### src/rtl/piso_pkg.sv
// ----------------------------------------------------------------------------
// piso_pkg : shared types and constants for the shift-left serial link
// Revision : 1.0
// ----------------------------------------------------------------------------
`default_nettype none

package piso_pkg;

  localparam int WIDTH_DEFAULT = 4;

  localparam logic [0:0] ST_IDLE  = 1'b0;
  localparam logic [0:0] ST_SHIFT = 1'b1;

  typedef enum logic [0:0] {
    S_IDLE  = ST_IDLE,
    S_SHIFT = ST_SHIFT
  } state_t;

endpackage

`default_nettype wire

### src/rtl/shift_left_piso_if.sv
// ----------------------------------------------------------------------------
// shift_left_piso_if : load handshake and serial-side signals of the PISO
// Revision : 1.0
// ----------------------------------------------------------------------------
`default_nettype none

interface shift_left_piso_if #(
  parameter int WIDTH = piso_pkg::WIDTH_DEFAULT
);

  logic             load_valid;
  logic [WIDTH-1:0] parallel_data_in;
  logic             load_ready;
  logic             shift_en;
  logic             serial_data_out;
  logic             serial_valid;
  logic             frame_done;

  // Producer / pacing side
  modport master (
    output load_valid,
    output parallel_data_in,
    output shift_en,
    input  load_ready,
    input  serial_data_out,
    input  serial_valid,
    input  frame_done
  );

  // Transmitter side
  modport slave (
    input  load_valid,
    input  parallel_data_in,
    input  shift_en,
    output load_ready,
    output serial_data_out,
    output serial_valid,
    output frame_done
  );

endinterface

`default_nettype wire

### src/rtl/shift_left_piso.sv
// ----------------------------------------------------------------------------
// shift_left_piso : parallel-in serial-out transmitter, MSB first
// Revision : 1.0
// ----------------------------------------------------------------------------
`default_nettype none

module shift_left_piso
  import piso_pkg::*;
#(
  parameter int WIDTH = WIDTH_DEFAULT
) (
  input  wire logic          clk,
  input  wire logic          reset,
  shift_left_piso_if.slave   bus
);

  localparam int               CNT_W = (WIDTH > 2) ? $clog2(WIDTH) : 1;
  localparam logic [CNT_W-1:0] LAST  = CNT_W'(WIDTH - 1);

  state_t             state;
  state_t             state_nxt;
  logic [WIDTH-1:0]   shreg;
  logic [WIDTH-1:0]   shreg_nxt;
  logic [CNT_W-1:0]   bit_cnt;
  logic [CNT_W-1:0]   bit_cnt_nxt;
  logic               last_bit;
  logic               accept;

  assign last_bit = (state == S_SHIFT) && (bit_cnt == LAST) && bus.shift_en;
  // Ready in the last-bit cycle lets a new word follow with no idle gap.
  assign bus.load_ready = reset && ((state == S_IDLE) || last_bit);
  assign accept         = bus.load_valid && bus.load_ready;

  always_ff @(posedge clk or negedge reset) begin
    if (!reset) begin
      state   <= S_IDLE;
      shreg   <= '0;
      bit_cnt <= '0;
    end else begin
      state   <= state_nxt;
      shreg   <= shreg_nxt;
      bit_cnt <= bit_cnt_nxt;
    end
  end

  always_comb begin
    state_nxt   = state;
    shreg_nxt   = shreg;
    bit_cnt_nxt = bit_cnt;
    if (accept) begin
      state_nxt   = S_SHIFT;
      shreg_nxt   = bus.parallel_data_in;
      bit_cnt_nxt = '0;
    end else if (state == S_SHIFT && bus.shift_en) begin
      shreg_nxt = {shreg[WIDTH-2:0], 1'b0};
      if (bit_cnt == LAST) begin
        state_nxt   = S_IDLE;
        bit_cnt_nxt = '0;
      end else begin
        bit_cnt_nxt = bit_cnt + 1'b1;
      end
    end
  end

  assign bus.serial_data_out = (state == S_SHIFT) ? shreg[WIDTH-1] : 1'b0;
  assign bus.serial_valid    = (state == S_SHIFT);
  assign bus.frame_done      = last_bit;

endmodule

`default_nettype wire

### src/flat_wrapper.sv
// flat-port wrapper written by rule: the top's interface ports become plain ports
module shift_left_piso_flat import piso_pkg::*;
#(
  parameter int WIDTH = WIDTH_DEFAULT
)
  (clk, reset, bus_load_valid, bus_parallel_data_in, bus_shift_en, bus_load_ready, bus_serial_data_out, bus_serial_valid, bus_frame_done);
  shift_left_piso_if #(.WIDTH(WIDTH)) bus_i ();
  input  wire logic clk;
  input  wire logic reset;
  input wire logic [$bits(bus_i.load_valid)-1:0] bus_load_valid;
  input wire logic [$bits(bus_i.parallel_data_in)-1:0] bus_parallel_data_in;
  input wire logic [$bits(bus_i.shift_en)-1:0] bus_shift_en;
  output wire logic [$bits(bus_i.load_ready)-1:0] bus_load_ready;
  output wire logic [$bits(bus_i.serial_data_out)-1:0] bus_serial_data_out;
  output wire logic [$bits(bus_i.serial_valid)-1:0] bus_serial_valid;
  output wire logic [$bits(bus_i.frame_done)-1:0] bus_frame_done;
  assign bus_i.load_valid = bus_load_valid;
  assign bus_i.parallel_data_in = bus_parallel_data_in;
  assign bus_i.shift_en = bus_shift_en;
  assign bus_load_ready = bus_i.load_ready;
  assign bus_serial_data_out = bus_i.serial_data_out;
  assign bus_serial_valid = bus_i.serial_valid;
  assign bus_frame_done = bus_i.frame_done;
  shift_left_piso #(.WIDTH(WIDTH)) u_core (.clk(clk), .reset(reset), .bus(bus_i));
endmodule
### config.mk
export PLATFORM = sky130hd
export DESIGN_NAME = shift_left_piso_flat
export DESIGN_NICKNAME = d
export VERILOG_FILES = /design/src/rtl/piso_pkg.sv /design/src/rtl/shift_left_piso_if.sv /design/src/rtl/shift_left_piso.sv /design/src/flat_wrapper.sv
export SDC_FILE = /design/constraint.sdc
export NUM_CORES = 1
export LEC_CHECK = 0
export ABC_CLOCK_PERIOD_IN_PS = 2550
export BUFFER_PORTS_ARGS = -buffer_cell sky130_fd_sc_hd__buf_2
export CAP_MARGIN = 20
export CORE_AREA = 2 2 39 41
export DETAILED_ROUTE_END_ITERATION = 7
export DIE_AREA = 0 0 41 43
export GPL_TIMING_DRIVEN = 0
export PLACE_DENSITY_LB_ADDON = 0.2
export SYNTH_ARGS = -nofsm -noshare
export SYNTH_HDL_FRONTEND = slang
export SYNTH_SLANG_ARGS = --single-unit
### constraint.sdc
create_clock -name clk -period 2.55 [get_ports clk]
set_clock_uncertainty 0.2 [all_clocks]
set_input_delay 0.51 -clock clk [delete_from_list [all_inputs] [get_ports clk]]
set_output_delay 0.51 -clock clk [all_outputs]
set_load 0.01 [all_outputs]
# == Word-level counts from Yosys, hierarchy flattened ==
# Index checks and enable logic that the tools add are counted.
# totals
ff_bits,7
inputBits,8
output_inout_bits,4
elab_cells,24
# op_classes
n_addsub,1
n_eq_ne,1
muxes,9
bitwise_logic,1
n_reduce_logical,9
# ops
operator,count
two-way mux 4 bit,2
two-way mux 2 bit,3
logical AND 1 bit,5
two-way mux 1 bit,4
nonzero test 2 bit,2
"adder 2 x 1 -> 2 bit, second input constant",1
"equality test 2 bit, second input constant",1
AND reduction 2 bit,1
logical OR 1 bit,1
inverter 1 bit,1

# == Logic depth before layout (Yosys ltp) ==
# Gate-level depths: netlist of run 1.
# logic_depth
word_depth,8
mapped_depth,5

# == Worst setup path after synthesis of run 1 ==
# Ideal clock, no wire load.
# synth_timing
kind,register to output
start,register u_core.bit_cnt[0]
end,output bus_load_ready
arrival_ns,0.981
required_ns,1.840
setup_slack_ns,0.859
stages_incl_launch_ff,4
path_buffers,0
cell_sequence,dfrtp_1 > ha_1 > a21bo_2 > and2_1
# synth_via
elab_chain_len,5
# synth_rtl
item,line_no,rtl
"start, declared",shift_left_piso.sv:24,logic [CNT_W-1:0] bit_cnt;
"start signal, assigned",shift_left_piso.sv:42,bit_cnt <= bit_cnt_nxt;
equality test 2 bit,shift_left_piso.sv:29,assign last_bit = (state == S_SHIFT) && (bit_cnt == LAST) && bus.shift_en;
logical AND 1 bit (2 in a row),shift_left_piso.sv:29,
logical OR 1 bit,shift_left_piso.sv:31,assign bus.load_ready = reset && ((state == S_IDLE) || last_bit);
logical AND 1 bit,shift_left_piso.sv:31,
"end, declared",flat_wrapper.sv:13,output wire logic [$bits(bus_i.load_ready)-1:0] bus_load_ready;
# Every way passes these cells.

# == Worst setup path after layout of run 1 ==
# layout_timing
start,input reset
end,output bus_load_ready
# layout_via
elab_chain_len,1
# layout_rtl
item,line_no,rtl
"start, declared",flat_wrapper.sv:9,input wire logic reset;
logical AND 1 bit,shift_left_piso.sv:31,
# Every way passes these cells.

==> out/qor.yml, run 1 <==
worst_setup_path:
  crit_type: "input port to output pin"
  timing.rr.end: "u_core.shreg[1]"
  cp-startpoint: "reset"
  reg2reg_depth: 5
  ff2ff_setup_slack_ns: 0.85
  rr_startpoint: "u_core.bit_cnt[0]"
  cp_max_fo: 9
  end_kind: "output pin"
  crit_family: "buffers and inverters"
  cp_common_cell: "buf_2"
  start_kind: "input port"
  cp.arrival_ns: 1.51
  worstPathBufferInverterCount: 3
  critical_path.cell_chain: "dlygate4sd3_1, buf_2, and2_1, buf_2"
  cp_slowest_cell: "dlygate4sd3_1"
  cp.required_ns: 1.84
  crit_end: "bus_load_ready"
  crit_path_max_incr_delay_ns: 0.52
  cp.depth: 4
clocking:
  numCtsBuffers: 3
  ctsHtreeMaxLevel: 1
  cts_root_buf: "clkbuf_4"
  clock_latency_ns: 0.24
  clock-sinks: 7
  cts_tree: "yes"
  clk_pin_slew_ns: 0.05
  cts_buffer_depth: 2
sta:
  fin_crit_sh_pct: 87.2
  max_freq_ghz: 0.450
  finalMaxSlewViolations: 0
  period_minus_slack_ns: 2.22
  rsz0062_at_grt: "false"
  max_slew.worst_pin.slew_ns: 0.235
  setup_tns_ns: 0
  final_hold_viol_count: 0
  finalSetupViolCount: 0
  relSlewSlack_pct: 84.3
route:
  drt-met1-wl_um: 231
  drt-pass1-iter-count: 1
  drt_iter0_markers: 0
  vias_per_cell: 4.38
  route.detailed.drc: 0
  routed_wl_um: 602
  dr_wl_met3_um: 29
  wire_per_inst_um: 9.41
  antenna_left: 0
  routed.top_layer: "met4"
  vias: 280
  dr_wl_met2_um: 332
finish:
  antenna_cells: 0
  nFillCells: 155
  stdcell_area_um2: 494
  fin_cells: 64
  nets: 58
  layout_commonest_cell: "buf_2"
  syn_to_final_growth_pct: 29.1
  layout_common_cells: "11 x buf_2, 7 x dfrtp_1, 4 x nand2_1"
  drive_above_1_share_pct: 45.8
pwr:
  ir_worst_vdd_mv: 0.302
  powerDensity_nw_per_um2: 981
  cellLeakagePower_nw: 0.258
  p_total_uw: 485
global_routing:
  grtUsageTotal_pct: 10.1
  grt_max_degree: 10
  grt_pass1_wl_mm: 1.15
  overflow: 0
  grt_pass1_vias: 305
  antenna_found_initial: 0
yosys:
  synth_area_um2: 383
  ys_seq_elements: 7
  yosys_warnings: 0
  syn-num-nets: 41
  yosysSeqAreaShare_pct: 45.8
  syn-instance-count: 32
  syn_area_per_cell_um2: 12.0
  ys_types: 17
placement:
  gp_congestion: 0.707
  placed_area_um2: 458
  io_buffers: 11
  hpwl_um: 509
  dp_cells: 59
hold_path:
  hold_path_class: "input port to register"
  worstHoldStart: "bus_parallel_data_in[2]"
floorplan:
  dieArea_um2: 1760
  rows: 14
  die_x_um: 41
  core_region_area_um2: 1380
  die_y_um: 43
  initial_utilization_pct: 27.7
  ios: 12
job:
  maxCapViolCount: 0
run_status:
  outcome: "finished, final reports clean"
-- per-stage QoR --
stage / utilization [%] / hold WS (ns) / setup WS, ns
finish: 35.7 / 0.303 / 0.327
global route: 35.7 / 0.292 / 0.237
CTS: 35.7 / 0.294 / 0.301
detailed placement: 33.1 / 0.170 / 0.720
global placement: 33.1 / 0.162 / 0.738
floorplan: - / 0.0144 / 0.859
-- layer usage --
layer  global-route usage [%]  vias to the layer above
li1                         -                      141
met1                     11.0                      131
met2                     15.0                        6
met3                     3.14                        2
met4                     8.00                        0
met5                        0                        -
-- worst min path at each step --
stage                                   end  slack [ns]  depth (start not counted)
after floorplan           u_core.bit_cnt[0]        0.01                          0
after global placement      u_core.shreg[0]        0.16                          1
after global routing        u_core.shreg[3]        0.29                          2
final                       u_core.shreg[2]        0.30                          2
after detailed placement    u_core.shreg[0]        0.17                          1
after CTS                   u_core.shreg[2]        0.29                          2
-- cells by family after synthesis --
family | after synthesis | share of synthesized area (%)
AOI/OAI and AO/OA | 2 | 3.92
buffers and inverters | 2 | 3.92
adders and majority gates | 1 | 3.27
DFF | 7 | 45.8
muxes | 8 | 25.8
and+or+nand+nor | 12 | 17.3
-- Yosys cell counts --
| cell | n | area [µm²] |
|---|---|---|
| mux2_2 | 1 | 11.3 |
| inv_1 | 1 | 3.75 |
| a21oi_1 | 1 | 5.00 |
| and3_1 | 1 | 6.26 |
| mux2_4 | 3 | 45.0 |
| buf_6 | 1 | 11.3 |
| mux2_1 | 2 | 22.5 |
| nor2_1 | 2 | 7.51 |
| nor2b_4 | 1 | 13.8 |
| ha_1 | 1 | 12.5 |
| a21bo_2 | 1 | 10.0 |
| nand2_2 | 1 | 6.26 |
| and2_1 | 2 | 12.5 |
| nand2_1 | 4 | 15.0 |
| mux2i_1 | 2 | 20.0 |
| dfrtp_1 | 7 | 175 |
| nand3_1 | 1 | 5.00 |
-- layout make-up --
| class | instances | area (µm²) | area share [%] |
|---|---|---|---|
| buffer | 1 | 11.3 | 2.28 |
| clock buffer | 4 | 26.3 | 5.32 |
| inverter | 1 | 3.75 | 0.759 |
| multi-input combinational | 23 | 193 | 39.0 |
| sequential | 7 | 175 | 35.4 |
| tap | 16 | 20.0 | 4.05 |
| timing repair buffer | 12 | 65.1 | 13.2 |
-- power by group --
group | internal (mW) | switching (mW)
combinational | 0.122 | 0.0808
sequential | 0.159 | 0.0293
clock | 0.0593 | 0.0345
-- what timing repair did --
item / in CTS / in global routing
endpoints found under the hold margin: 7 / 0
resized for setup: 0 / 0
buffers inserted: 0 / 0
hold buffers: 1 / 0
-- sequential cells by signal (all words and copies together) (netlist names) --
name                     cells
u_core.bus.serial_valid      1
u_core.shreg                 4
u_core.bit_cnt               2
Note: power is estimated with default switching activity, not from simulation.
==> run 2: changes to the inputs <==
==> constraint.sdc (replaced) <==
create_clock -name clk -period 2.55 [get_ports clk]
set_clock_uncertainty 0.2 [all_clocks]
set_input_delay 0.1275 -clock clk [delete_from_list [all_inputs] [get_ports clk]]
set_output_delay 0.1275 -clock clk [all_outputs]
set_load 0.01 [all_outputs]
==> run 2 against run 1 <==
Effect of this change:
- cell count up 9.4%
- cell area up 12%
- non-clock buffer count up 6
- core utilization up 4.3 points
- die area unchanged
- critical path depth up 1
- sequential share of layout area down 3.8 points
- global-route usage up 0.30 points
- hold slack worse by 0.25 ns
- fmax up 31%
- largest cell class unchanged
==> out/qor.yml, run 2 (synthesis results as in run 1) <==
floorplan:
  die_y_um: 43  # unchanged
  dieArea_um2: 1760  # unchanged
  ios: 12  # unchanged
  die_x_um: 41  # unchanged
  rows: 14  # unchanged
  initial_utilization_pct: 27.7  # unchanged
  core_region_area_um2: 1380  # unchanged
sta:
  finalMaxSlewViolations: 0  # unchanged
  relSlewSlack_pct: 84.3  # about the same
  setup_tns_ns: 0  # unchanged
  max_slew.worst_pin.slew_ns: 0.235  # -0.000126 ns
  max_freq_ghz: 0.587  # +31%
  finalSetupViolCount: 0  # unchanged
  final_hold_viol_count: 0  # unchanged
  fin_crit_sh_pct: 66.8  # -20 points
  period_minus_slack_ns: 1.70  # -0.520 ns
  rsz0062_at_grt: "false"
clocking:
  ctsHtreeMaxLevel: 1  # unchanged
  clock-sinks: 7  # unchanged
  ctsResizeCount: 0  # unchanged
  cts_tree: "yes"
  clock_latency_ns: 0.24  # about the same
  clk_pin_slew_ns: 0.05  # about the same
  numCtsBuffers: 3  # unchanged
  cts_root_buf: "clkbuf_4"
  cts_buffer_depth: 2  # unchanged
finish:
  largest-register: "u_core.shreg"
  syn_to_final_growth_pct: 44.8
  layout_commonest_cell: "buf_2"
  drive_above_1_share_pct: 40.7  # -5.1 points
  layout_common_cells: "11 x buf_2, 7 x dlygate4sd3_1, 7 x dfrtp_1"
  fin_util_pct: 40.1  # +4.3 points
  antenna_cells: 0  # unchanged
  nFillCells: 153  # -1.3%
  largest_reg_flops: 4  # unchanged
  nets: 64  # +10%
worst_setup_path:
  crit_type: "register to register"
  start_kind: "register"
  cp_max_fo: 6  # -3
  rr_startpoint: "u_core.bit_cnt[0]"
  cp.required_ns: 2.47  # +0.63 ns
  cp-startpoint: "u_core.bit_cnt[0]"
  reg2reg_depth: 5  # unchanged
  cp.arrival_ns: 1.63  # +0.12 ns
  ff2ff_setup_slack_ns: 0.85  # about the same
  end_kind: "register"
route:
  route.detailed.drc: 0  # unchanged
  drt-pass1-iter-count: 1  # unchanged
  routed_wl_um: 628  # +4.3%
  antenna_left: 0  # unchanged
  drt_iter0_markers: 0  # unchanged
  vias_per_cell: 4.33  # -1.1%
  vias: 303  # +8.2%
  wire_per_inst_um: 8.97  # -4.6%
run_status:
  outcome: "finished, final reports clean"
global_routing:
  antenna_found_initial: 0  # unchanged
  grt_pass1_vias: 319  # +4.6%
  overflow: 0  # unchanged
  grt_pass1_wl_mm: 1.19  # +3.6%
  grtUsageTotal_pct: 10.4  # +0.30 points
  grt_max_degree: 10  # unchanged
hold_path:
  hold_path_class: "input port to async pin"
job:
  maxCapViolCount: 0  # unchanged
pwr:
  ir_worst_vdd_mv: 0.310  # +2.4%
  powerDensity_nw_per_um2: 888  # -9.5%
  cellLeakagePower_nw: 0.283  # +9.7%
placement:
  hpwl_um: 509  # unchanged
  gp_congestion: 0.707  # unchanged
  io_buffers: 11  # unchanged
==> run 2: worst max-delay path, stage by stage, from the launching register on <==
cell	delay, ns
dfrtp_1	0.39
ha_1	0.23
a21bo_2	0.23
nor2b_4	0.12
buf_6	0.13
mux2_4	0.29
==> run 2: power breakdown <==
| group | switching, mW | internal (mW) | leakage, nW | total (mW) |
|---|---|---|---|---|
| Sequential | 0.0298 | 0.159 | 0.0878 | 0.188 |
| Combinational | 0.0817 | 0.128 | 0.180 | 0.210 |
| Clock | 0.0345 | 0.0593 | 0.0150 | 0.0938 |
==> run 2: repair_timing <==
action	in CTS	in global routing
hold buffers	7	0
endpoints found under the hold margin	13	0
buffers inserted	0	0
setup endpoints to repair	0	0
==> run 2: layout make-up <==
class                   count  area [µm²]  area share, %
multi-input cells          23         193           34.8
flip-flops and latches      7         175           31.6
repair buffers             18         125           22.6
clock buffers               4        26.3           4.74
well taps                  16        20.0           3.61
plain buffers               1        11.3           2.03
inverters                   1        3.75          0.677
==> run 2: layer usage <==
layer  routed length, µm  up-vias  GRT usage, %
met3                  30        2          3.14
met4                   8        0          8.00
met5                   0        -             0
met1                 251      141          11.4
met2                 337        6          15.6
li1                    -      154             -
==> run 2: path summary, 6_finish.rpt <==
path                                            to
hold / removal                     u_core.shreg[0]
hold reg to reg                    u_core.shreg[0]
max in group asynchronous  u_core.bus.serial_valid
setup / recovery                   u_core.shreg[3]
min in group clk                   u_core.shreg[0]
setup reg to reg                   u_core.shreg[3]
==> run 2: through the flow <==
stage	area (µm²)	setup slack [ns]	cells	hold slack [ns]	total power, mW
after floorplan	383	0.903	32	-0.368	0.342
after global placement	458	0.867	59	-0.220	0.385
after detailed placement	458	0.843	59	-0.212	0.398
after CTS	554	0.837	70	0.0559	0.505
after global routing	554	0.787	70	0.0804	0.541
final	554	0.847	70	0.0578	0.492
